**config.mk**
```make
export PLATFORM = sky130hd
export DESIGN_NAME = mod3_frame_tx
export DESIGN_NICKNAME = d
export VERILOG_FILES = /design/src/rtl/mod3_frame_tx_pkg.sv /design/src/rtl/mod3_frame_tx.sv
export SDC_FILE = /design/constraint.sdc
export NUM_CORES = 1
export LEC_CHECK = 0
export ABC_AREA = 1
export CORE_MARGIN = 2
export CORE_UTILIZATION = 46
export DETAILED_ROUTE_END_ITERATION = 10
export PLACE_DENSITY = 0.74
export RECOVER_POWER = 50
export SLEW_MARGIN = 30
export SYNTH_ARGS = -nofsm -noshare
export SYNTH_HDL_FRONTEND = slang
export SYNTH_SLANG_ARGS = --single-unit
```
**constraint.sdc**
```tcl
create_clock -name clk -period 1.25 [get_ports clk]
set_input_delay 0.1875 -clock clk [delete_from_list [all_inputs] [get_ports clk]]
set_output_delay 0.1875 -clock clk [all_outputs]
set_load 0.05 [all_outputs]
```
**src/rtl/mod3_frame_tx_pkg.sv**
```systemverilog
// Shared definitions for serial mod-3 framing: FSM encodings plus the
// per-bit residue step and check-bit mapping used by tx and checker blocks.
package mod3_frame_tx_pkg;

   localparam logic [1:0] IDLE = 2'b00;
   localparam logic [1:0] DATA = 2'b01;
   localparam logic [1:0] CHK1 = 2'b10;
   localparam logic [1:0] CHK0 = 2'b11;

   // Next residue after shifting in bit b: (2r + b) mod 3.
   function automatic logic [1:0] residue_step(input logic [1:0] r, input logic b);
      logic [1:0] n;
      case (r)
         2'd0:    n = b ? 2'd1 : 2'd0;
         2'd1:    n = b ? 2'd0 : 2'd2;
         2'd2:    n = b ? 2'd2 : 2'd1;
         default: n = 2'd0;
      endcase
      return n;
   endfunction

   // Two trailing bits c = (3 - r) mod 3 that make 4*word + c divisible by 3.
   function automatic logic [1:0] check_bits(input logic [1:0] r);
      logic [1:0] c;
      case (r)
         2'd1:    c = 2'b10;
         2'd2:    c = 2'b01;
         default: c = 2'b00;
      endcase
      return c;
   endfunction

endpackage

```
**src/rtl/mod3_frame_tx.sv**
```systemverilog
// Serial frame transmitter: W data bits MSB first, then two check bits that
// make the whole frame value divisible by 3. Frames may run back-to-back.
module mod3_frame_tx
   import mod3_frame_tx_pkg::*;
#(
   parameter int W = 8
) (
   input  logic         clk,
   input  logic         rst,
   input  logic [W-1:0] data_in,
   input  logic         load,
   output logic         ready,
   output logic         sout,
   output logic         sout_valid,
   output logic         frame_last
);

   localparam int CNT_W = $clog2(W);
   localparam logic [CNT_W-1:0] LAST_BIT = CNT_W'(W - 1);

   logic [1:0]       state_q, state_d;
   logic [W-1:0]     shift_q, shift_d;
   logic [CNT_W-1:0] cnt_q, cnt_d;
   logic [1:0]       res_q, res_d;
   logic             accept;
   logic [1:0]       chk;

   assign ready  = (state_q == IDLE) || (state_q == CHK0);
   assign accept = load && ready;
   assign chk    = check_bits(res_q);

   always_comb begin
      // NOTE: every signal gets a hold default first, so no path leaves one unassigned and no latch is inferred.
      state_d = state_q;
      shift_d = shift_q;
      cnt_d   = cnt_q;
      res_d   = res_q;
      case (state_q)
         DATA: begin
            shift_d = {shift_q[W-2:0], 1'b0};
            res_d   = residue_step(res_q, shift_q[W-1]);
            cnt_d   = cnt_q + 1'b1;
            if (cnt_q == LAST_BIT) state_d = CHK1;
         end
         CHK1:    state_d = CHK0;
         CHK0:    state_d = IDLE;
         default: ;
      endcase
      // Acceptance in CHK0 overrides the return to IDLE for gapless frames.
      if (accept) begin
         state_d = DATA;
         shift_d = data_in;
         cnt_d   = '0;
         res_d   = '0;
      end
   end

   // NOTE: the residue and shift register are cleared by reset too, so a frame abandoned mid-way leaves nothing behind.
   always_ff @(posedge clk or posedge rst) begin
      if (rst) begin
         state_q <= IDLE;
         shift_q <= '0;
         cnt_q   <= '0;
         res_q   <= '0;
      end else begin
         // NOTE: non-blocking updates keep every flop sampling the pre-edge values.
         state_q <= state_d;
         shift_q <= shift_d;
         cnt_q   <= cnt_d;
         res_q   <= res_d;
      end
   end

   always_comb begin
      sout = 1'b0;
      case (state_q)
         DATA:    sout = shift_q[W-1];
         CHK1:    sout = chk[1];
         CHK0:    sout = chk[0];
         default: sout = 1'b0;
      endcase
   end

   assign sout_valid = (state_q != IDLE);
   assign frame_last = (state_q == CHK0);

endmodule
```
==> impl_metrics.yaml, run 1 <==
sta:
  maxSlewHeadroom: 0.4308
  fin_crit_ns: 1.724
  rsz0062_at_grt: "true"
  worst_slew_pin_slew_ns: 0.8538
  setup_slack_ns: -0.4739
  setup-violations-final: 19
  fmax_mhz: 580.1
  slew_violations: 0
  post-route-period-util: 1.379
  hold_violations: 0
  clock_skew_ns: 0.005721
  setup-tns-final_ns: -4.330
routing:
  highest_layer: "met4"
  met2WireLength_um: 1550
  drtIter0Drc: 18
  antenna_left: 0
  avgRoutedWirePerCell_um: 17.30
  route.met3.wl_um: 148
  routed_wl_um: 2976
  met1_length_um: 1158
  viasPerCell: 5.599
  drt-pass1-iter-count: 4
  drc_errors: 0
  vias: 963
clock_network:
  clkTransAtPathRegs_ns: 0.10
  numCtsBuffers: 3
  clk_latency_ns: 0.31
  htree_levels: 1
  cts_tree: "built"
  clock-root-buffer: "clkbuf_4"
  cts_hold_buf: 0
  cts_buffer_depth: 2
  cts_num_sinks: 15
power:
  power_density_nw_per_um2: 3195
  peakVddDrop_uv: 2486
  finalPower_w: 0.005113
  power.leakage_nw: 0.7529
outcome:
  failed_checks: "setup timing"
  status: "finished with violations"
die:
  core_sq_um: 1764
  num_rows: 15
  dieArea_sq_um: 2275
  start_util: 0.4979
  die_w_um: 47.70
  pin_count: 15
  die_y_um: 47.70
logic_synthesis:
  yosysTopAreaCell: "dfrtp_1"
  synth-seq-cells: 15
  synth.distinct_cells: 16
  yosysTopAreaCellShare: 0.4274
  syn_inst: 109
  synthTopCellsByArea: "dfrtp_1 (43%), nand3_1 (17%), nand2_1 (13%), ha_1 (11%), inv_1 (5.1%)"
  ys_seq_area_frac: 0.4274
  synth_fp_nets: 128
  syn_avg_cell_area_sq_um: 8.058
  ys_warn_count: 0
  syn_area_sq_um: 878.3
placed_design:
  hpwlAfterDp_um: 1424
  place_area_sq_um: 1270
  gp_congestion: 0.7386
  placed_cells: 162
  portBuffers: 14
  pre_cts_ws_ns: -0.1667
finish:
  finalInstanceArea_sq_um: 1600
  syn_to_final_growth_pct: 82.19
  drive_above_1_share: 0.5782
  final-instance-count-excl-fill: 172
  seq_area_sq_um: 377.9
  multi_input_area_sq_um: 694.4
  fillerInstances: 74
  final_common_cell: "nand3_2"
  mostFrequentLayoutCells: "nand3_2 (19), nand2_1 (18), dfrtp_1 (13), buf_6 (12), nand2_2 (11)"
  num_antenna_cells: 0
  nNetsFinal: 167
global_route:
  grt_pass1_vias: 828
  grt_pass1_wl_um: 3608
  grt_overflow: 0
  grt_max_degree: 16
  grtUsageTotal: 0.2358
  antenna_found_initial: 0
setup_path:
  worstPathArrival_ns: 1.54
  crit_type: "flip-flop to output pin"
  reg2reg_slack_ns: -0.26
  required_ns: 1.06
  crit_start: "state_q[0]$_DFFE_PP0P_"
  endpoint_kind: "output pin"
  r2r_start: "state_q[1]$_DFFE_PP0P_"
  crit_path_start_kind: "flip-flop"
  critical_path.max_fanout: 4
hold_path:
  min_from: "data_in[0]"
  min-delay-path-class: "input port to flip-flop"
run:
  maxCapViolCount: 0
==> flip-flops by register name, indices dropped and copies added (netlist names) <==
name     cells
cnt_q        3
res_q        2
shift_q      8
state_q      2
==> worst max-delay path: stages (launching register included) <==
cell and delay [ns]:
dfrtp_2 0.49, ha_4 0.19, nand3_1 0.10, nand3_2 0.09
nand2_2 0.10, clkinvlp_4 0.10, buf_12 0.15
==> power by group <==
| group | leakage [nW] | internal [W] | switching [W] | total [W] |
|---|---|---|---|---|
| clock network | 0.0177 | 0.000120 | 0.000185 | 0.000304 |
| registers | 0.189 | 0.000708 | 0.000251 | 0.000959 |
| logic | 0.546 | 0.00178 | 0.00207 | 0.00385 |
| total | 0.753 | 0.00261 | 0.00250 | 0.00511 |
==> cell type report <==
cell class,count,share of cell area
sequential,15,0.2361
clock inverter,1,0.003127
inverter,15,0.05160
multi-input combinational,78,0.4339
tap,25,0.01955
clock buffer,3,0.01407
timing repair buffer,35,0.2416
==> synth_stat cells <==
| master | number |
|---|---|
| dfrtp_1 | 15 |
| a21oi_1 | 1 |
| clkinv_1 | 1 |
| inv_1 | 12 |
| nor2_4 | 1 |
| buf_4 | 1 |
| nand2_4 | 1 |
| inv_2 | 2 |
| ha_1 | 8 |
| nand3_1 | 29 |
| nand2_1 | 31 |
| o21ai_1 | 2 |
| nand3_2 | 1 |
| nand2_2 | 1 |
| nor2_2 | 2 |
| buf_6 | 1 |
==> final timing paths <==
path                                          end  cells past startpoint
max in group asynchronous  state_q[1]$_DFFE_PP0P_                      3
min in group asynchronous    cnt_q[1]$_DFFE_PP0P_                      3
min                        shift_q[0]$_DFFE_PP0P_                      3
min reg2reg                shift_q[0]$_DFFE_PP0P_                      2
max reg2reg                shift_q[1]$_DFFE_PP0P_                      8
max                                          sout                      6
==> metal layers <==
metal | global-route usage | vias up
li1 | - | 429
met1 | 0.2643 | 479
met2 | 0.4187 | 40
met3 | 0.06038 | 15
met4 | 0.1027 | 0
met5 | 0 | -
==> timing repair <==
action,4_1_cts,5_1_grt
buffers inserted,4,2
setup endpoints to repair,19,19
pin swaps,17,12
cloned,1,0
gates resized for setup,48,14
==> through the flow <==
| step | hold slack, ns | util |
|---|---|---|
| after detailed placement | 0.4597 | 0.7199 |
| final | 0.4249 | 0.9071 |
| after CTS | 0.1944 | 0.8716 |
| after global placement | 0.4595 | 0.7199 |
| after floorplan | 0.08898 | - |
| after global routing | 0.4522 | 0.9071 |
==> kinds of logic after synthesis <==
kind of cell             Yosys count  synth area share
AO/OA/AOI/OAI                      3           0.01709
adder cells (fa/ha/maj)            8            0.1140
buffers and inverters             17           0.08547
flip-flops                        15            0.4274
AND/OR/NAND/NOR                   66            0.3561
Power figures use the tool's default switching activity.
==> run 2, diff against run 1 <==
--- a/config.mk
+++ b/config.mk
@@ -6,6 +6,7 @@
 export NUM_CORES = 1
 export LEC_CHECK = 0
 export ABC_AREA = 1
+export CAP_MARGIN = 25
 export CORE_MARGIN = 2
 export CORE_UTILIZATION = 46
 export DETAILED_ROUTE_END_ITERATION = 10
==> results of run 2 <==
Same layout as run 1: the final DEF is identical, and so are final timing and power.
